<file path="src/rtl/irq_ctrl.sv">
// irq_ctrl -- edge-triggered interrupt controller with a single request in flight.
//
// Each external source is synchronized (two flops), rising-edge detected
// (third flop) and latched into a pending bit. Pending bits are set
// regardless of the mask. The masked pending vector is arbitrated with
// fixed priority (index 0 highest). One request is presented to the core
// at a time and tracked through IDLE -> REQ -> SERVICE.
//
// Ports:
//   clk         main clock, rising edge
//   rst         synchronous reset, active low
//   src         asynchronous interrupt lines, rising-edge sensitive
//   mask_wen    mask register write enable
//   mask_din    mask write data (1 = source enabled)
//   ir_ack      core acknowledge pulse (honoured only in REQ)
//   ir_done     handler-complete pulse (honoured only in SERVICE)
//   interrupter registered request to the core, high exactly in REQ
//   irq_id      index of the presented / serviced source, zero-extended
//   pending     pending register (unmasked)
//   mask        current mask register
//   busy        high in REQ or SERVICE
module irq_ctrl #(
  parameter int N_SRC = 8
) (
  input  logic             clk,
  input  logic             rst,
  input  logic [N_SRC-1:0] src,
  input  logic             mask_wen,
  input  logic [N_SRC-1:0] mask_din,
  input  logic             ir_ack,
  input  logic             ir_done,
  output logic             interrupter,
  output logic [4:0]       irq_id,
  output logic [N_SRC-1:0] pending,
  output logic [N_SRC-1:0] mask,
  output logic             busy
);

  typedef enum logic [1:0] {
    ST_IDLE    = 2'd0,
    ST_REQ     = 2'd1,
    ST_SERVICE = 2'd2
  } state_t;

  state_t           r_state;
  state_t           w_state_next;
  logic [4:0]       r_irq_id;
  logic [4:0]       w_irq_id_next;
  logic             r_interrupter;
  logic             w_interrupter_next;

  logic [N_SRC-1:0] r_sync1;
  logic [N_SRC-1:0] r_sync2;
  logic [N_SRC-1:0] r_sync3;
  logic [N_SRC-1:0] r_pending;
  logic [N_SRC-1:0] r_mask;

  logic [N_SRC-1:0] w_edge;
  logic [N_SRC-1:0] w_req_vec;
  logic [N_SRC-1:0] w_clr;
  logic [N_SRC-1:0] w_pending_next;
  logic [4:0]       w_sel_id;
  logic             w_ack_take;

  assign w_edge     = r_sync2 & ~r_sync3;
  assign w_req_vec  = r_pending & r_mask;
  assign w_ack_take = (r_state == ST_REQ) && ir_ack;

  // Clear only the bit being acknowledged; a fresh edge on the same bit in
  // the same cycle is OR-ed in afterwards so the set wins.
  genvar gi;
  generate
    for (gi = 0; gi < N_SRC; gi++) begin : g_clr
      assign w_clr[gi] = w_ack_take && (r_irq_id == 5'(gi));
    end
  endgenerate

  assign w_pending_next = (r_pending & ~w_clr) | w_edge;

  // Fixed-priority pick: scan from the top so the lowest set index wins.
  always_comb begin
    w_sel_id = 5'd0;
    for (int i = N_SRC - 1; i >= 0; i--) begin
      if (w_req_vec[i]) begin
        w_sel_id = 5'(i);
      end
    end
  end

  // Next-state logic. irq_id is only reloaded on IDLE -> REQ, so it stays
  // stable through REQ and SERVICE whatever the mask or pending bits do.
  always_comb begin
    w_state_next  = r_state;
    w_irq_id_next = r_irq_id;
    case (r_state)
      ST_IDLE: begin
        if (|w_req_vec) begin
          w_state_next  = ST_REQ;
          w_irq_id_next = w_sel_id;
        end
      end
      ST_REQ: begin
        if (ir_ack) begin
          w_state_next = ST_SERVICE;
        end
      end
      ST_SERVICE: begin
        if (ir_done) begin
          w_state_next = ST_IDLE;
        end
      end
      default: begin
        w_state_next = ST_IDLE;
      end
    endcase
    w_interrupter_next = (w_state_next == ST_REQ);
  end

  always_ff @(posedge clk) begin
    if (!rst) begin
      r_state       <= ST_IDLE;
      r_irq_id      <= 5'd0;
      r_interrupter <= 1'b0;
      r_sync1       <= '0;
      r_sync2       <= '0;
      r_sync3       <= '0;
      r_pending     <= '0;
      r_mask        <= '0;
    end else begin
      r_state       <= w_state_next;
      r_irq_id      <= w_irq_id_next;
      r_interrupter <= w_interrupter_next;
      r_sync1       <= src;
      r_sync2       <= r_sync1;
      r_sync3       <= r_sync2;
      r_pending     <= w_pending_next;
      if (mask_wen) begin
        r_mask <= mask_din;
      end
    end
  end

  assign interrupter = r_interrupter;
  assign irq_id      = r_irq_id;
  assign pending     = r_pending;
  assign mask        = r_mask;
  assign busy        = (r_state != ST_IDLE);

endmodule

</file>
<file path="config.mk">
export PLATFORM = sky130hd
export DESIGN_NAME = irq_ctrl
export DESIGN_NICKNAME = d
export VERILOG_FILES = /design/src/rtl/irq_ctrl.sv
export SDC_FILE = /design/constraint.sdc
export NUM_CORES = 1
export LEC_CHECK = 0
export ABC_AREA = 1
export BUFFER_PORTS_ARGS = -buffer_cell sky130_fd_sc_hd__clkbuf_2
export CORE_ASPECT_RATIO = 1.25
export CORE_MARGIN = 4
export CORE_UTILIZATION = 50
export DETAILED_ROUTE_END_ITERATION = 10
export PLACE_DENSITY = 0.77
export SYNTH_ARGS = -nofsm -noshare
export SYNTH_HDL_FRONTEND = slang
export SYNTH_SLANG_ARGS = --single-unit
</file>
<file path="constraint.sdc">
create_clock -name clk -period 1.3 [get_ports clk]
set_input_delay 0.195 -clock clk [delete_from_list [all_inputs] [get_ports clk]]
set_output_delay 0.195 -clock clk [all_outputs]
set_load 0.03 [all_outputs]
</file>
==> summary.md <==
| Metric | Value |
|---|---|
| Outcome | finished, final reports clean |
| Depth of the worst register-to-register path | 7 |
| Leak pwr | approximately 1.1 nW |
| Max rail drop VDD | ~1000 uV |
| Row count | 22 |
| CTS Root Cell | sky130_fd_sc_hd__clkbuf_4 |
| Inst Count DP | about 270 |
| Commonest cells post-synth | sky130_fd_sc_hd__dfxtp_1, sky130_fd_sc_hd__nand2_1, sky130_fd_sc_hd__inv_1 |
| Final setup viols | 0 |
| Fin nets | 266 |
| Maximum number of pins on one net before global-route repair | 30 |
| Overall die area | 0.00423 mm^2 |
| Aggregate negative setup slack | 0 ps |
| ANT nets after route | 0 |
| Number of standard cells in the final layout excluding fillers | 282 |
| Detailed Routing Iterations Pass 1 | 6 |
| Category of the critical setup timing path | flip-flop to output port |
| Drt via density | between 4 and 5 |
| CTS tree | yes |
| Post-route cell area | between 0.0015 and 0.002 mm^2 |
| Net switching power figure | 715 uW |
| Clock buffer count from CTS | 5 |
| Leading post-synthesis cells by cell area | sky130_fd_sc_hd__dfxtp_1, sky130_fd_sc_hd__nand2_1, sky130_fd_sc_hd__inv_1 |
| Register bit total from synthesis | between 40 and 50 |
| Total DRC errors in the routed layout | 0 |
| R2R setup slack | between 150 and 200 ps |
| Maximum frequency from static timing analysis | approximately 0.8 GHz |
| Remaining global-route overflow | 0 |
| Cell area power density | about 1400 mW/mm^2 |
| Total core area | 0.00303 mm^2 |
| Drt first-iter violations | 36 |
| Proportion of layout cells with a drive suffix above 1 | 27.6% |
| Number of max-slew violations in the final report | 0 |
| GPL Wtd Cong | roughly 0.80 |
| Worst path arrival time | ~1000 ps |
| Fillers | ~300 |
| Combined area of the multi-input logic cells | about 540 um^2 |
| Fraction of power consumed by combinational cells | 14.1% |
| Cell-internal power | about 2.0 mW |
| Sequential group share of total power | a little under three fifths |
| Share of synthesized area occupied by flip-flops and latches | 56.7% |
| Mapped Area | roughly 0.0016 mm^2 |
| Clock Power Share | 28.6% |
| EDFF count, synth | 0 |
| Warnings from Yosys | 0 |
| Die outline width | slightly below 60 um |
| Post-Synthesis Mean Instance Area | ~8 um^2 |
| Netlist cell types | 19 |
| Clk_lat worst skew | approximately 330 ps |
| Initial Util | around 54% |
| Most frequently used cell type in the post-synthesis netlist | sky130_fd_sc_hd__dfxtp_1 |
| H-tree level count | 2 |
| Hold path cells | 3 |
| Initial antenna violation count | 0 |
| Final Cycle Share | between 90% and 100% |
| Cell type contributing the most total cell area after synthesis | sky130_fd_sc_hd__dfxtp_1 |
| Yosys top cell area share | roughly 57% |
| I/O pin count | 44 |
| Critical register-to-register path endpoint | irq_id[1]$_SDFFE_PN0P_ |
| Final critical path time including I/O delays and setup | 1220 ps |
| Category of the worst setup path capture point | output port |
| Critical hold path startpoint | src[3] |
| Overall die height | 71.7 um |
| Type of the most critical hold path | input port to flip-flop |
| Total number of clock tree sinks | between 40 and 50 |
| Launch point of the worst reg-to-reg path | pending[0]$_SDFF_PN0_ |
| Detail-routed net length per standard cell | approximately 11 um |
| Cell area after placement | about 0.0019 mm^2 |
| Total via count after detailed routing | 1327 |
| Antenna Cells | 0 |
| Synth async-reset ratio | 0% |
| Prevailing post-synth register cell | sky130_fd_sc_hd__dfxtp_1 |
| Count of maximum capacitance violations | 0 |
| Hold Worst Slack | 31.6 ps |
| Clk pin slew, worst setup/hold paths | about 120 ps |
| Maximum buffer depth of the clock tree | 2 |
| Sequential cell area | around 930 um^2 |
| Cell count after synthesis | about 200 |
| Unrepaired setup endpoints after global routing | false |
| Combined global-route utilization of all metal layers | between 15 and 20% |
| Syn-to-layout area delta | 20.0% |
| Sw Share | 26.4% |
| IO buf count | between 40 and 50 |
| HPWL reported at the end of detailed placement | 2280 um |
| Endpoint required time on the critical path | 1110 ps |
| End of the worst hold path | r_sync1[3]$_SDFF_PN0_ |
| Clock tree skew after final layout | between 5 and 6 ps |
| Number of hold violations in the final report | 0 |
| Vias in the first global route | between 1000 and 1500 |
| Detailed Route WL | approximately 3000 um |
| Worst Path Max Fanout | 4 |
| Startpoint type of the worst setup path | flip-flop |
| First-pass GRT wire length | approximately 5200 um |
metal layers:
layer | up-vias | part of all wire (%) | global-route usage, %
met3 | 2 | 7.5 | 5.23
met4 | 0 | 0.74 | 6.30
met1 | 578 | 41 | 17.0
li1 | 706 | - | -
met2 | 41 | 51 | 28.3
met5 | - | 0 | 0
power groups by stage:
stage	combinational (mW)	sequential [mW]	clock, mW
final	0.381	1.55	0.774
after global routing	0.428	1.56	0.869
after CTS	0.385	1.55	0.819
after detailed placement	0.376	1.58	0
after global placement	0.368	1.58	0
after floorplan	0.179	1.66	0
timing repair:
item	4_1_cts	5_1_grt
setup endpoints to repair	2	2
endpoints found under the hold margin	0	0
hold buffers	0	0
resized for setup	5	3
buffers inserted	0	0
how the worst max path moves through the flow:
stage                                 from                      to  slack, ps  cells past startpoint
finish               r_state[1]$_SDFF_PN0_                    busy         80                      3
global route         r_state[0]$_SDFF_PN0_                    busy          4                      3
CTS                 irq_id[0]$_SDFFE_PN0P_               irq_id[0]         10                      1
detailed placement   r_state[0]$_SDFF_PN0_   pending[4]$_SDFF_PN0_        210                      5
global placement     r_state[0]$_SDFF_PN0_   pending[4]$_SDFF_PN0_        210                      5
floorplan            pending[0]$_SDFF_PN0_  irq_id[1]$_SDFFE_PN0P_         70                      7
logic make-up (layout without fill, tap and decap cells):
logic type | after synthesis | count (layout) | share of synthesized area, %
AOI/OAI and AO/OA | 34 | 34 | 12.2
other | 1 | 2 | 0.231
buffers and inverters | 42 | 86 | 10.6
and+or+nand+nor | 78 | 78 | 20.3
DFF | 46 | 46 | 56.7
cells in the final DEF, fill, tap and decap left out:
master | Yosys | routed
sky130_fd_sc_hd__a21oi_4 | 1 | 1
sky130_fd_sc_hd__clkbuf_8 | 0 | 4
sky130_fd_sc_hd__nor3_2 | 1 | 1
sky130_fd_sc_hd__o21ai_0 | 18 | 18
sky130_fd_sc_hd__nand2_1 | 39 | 39
sky130_fd_sc_hd__dfxtp_2 | 0 | 4
sky130_fd_sc_hd__nand3_1 | 8 | 8
sky130_fd_sc_hd__o21ai_1 | 1 | 1
sky130_fd_sc_hd__inv_2 | 1 | 2
sky130_fd_sc_hd__inv_1 | 34 | 33
sky130_fd_sc_hd__nor2_2 | 2 | 3
sky130_fd_sc_hd__a21oi_1 | 4 | 4
sky130_fd_sc_hd__clkbuf_4 | 0 | 5
sky130_fd_sc_hd__conb_1 | 1 | 2
sky130_fd_sc_hd__a31oi_1 | 1 | 1
sky130_fd_sc_hd__nand2_2 | 6 | 6
sky130_fd_sc_hd__clkbuf_2 | 0 | 40
sky130_fd_sc_hd__dfxtp_1 | 46 | 42
sky130_fd_sc_hd__buf_4 | 2 | 2
sky130_fd_sc_hd__nor2_1 | 22 | 21
sky130_fd_sc_hd__o211a_1 | 1 | 1
sky130_fd_sc_hd__o22ai_1 | 8 | 8
state kept, by name (all words and copies together) (netlist names):
name / cells
r_state: 2
r_sync2: 8
r_sync3: 8
pending: 8
mask: 8
irq_id: 3
interrupter: 1
r_sync1: 8
through the flow:
stage | power [mW] | setup slack [ps] | util [%]
final | 2.71 | 78.2 | 64.3
after global routing | 2.86 | 4.13 | 64.3
after CTS | 2.75 | 11.0 | 64.1
after detailed placement | 1.96 | 210 | 61.2
after global placement | 1.94 | 215 | 61.2
after floorplan | 1.84 | 71.4 | -
worst max-delay path, stage by stage, from the launching register on:
cell	delay (ps)
sky130_fd_sc_hd__dfxtp_2	380
sky130_fd_sc_hd__nor2_2	40
sky130_fd_sc_hd__inv_2	90
sky130_fd_sc_hd__clkbuf_8	170
final cells by class:
cell class	instances	area share, %
clock buffers	8	4.05
inverters	35	6.75
multi-input cells	114	27.6
flip-flops and latches	46	47.6
well taps	36	2.31
repair buffers	43	11.8
(Power assumes the default switching activity.)
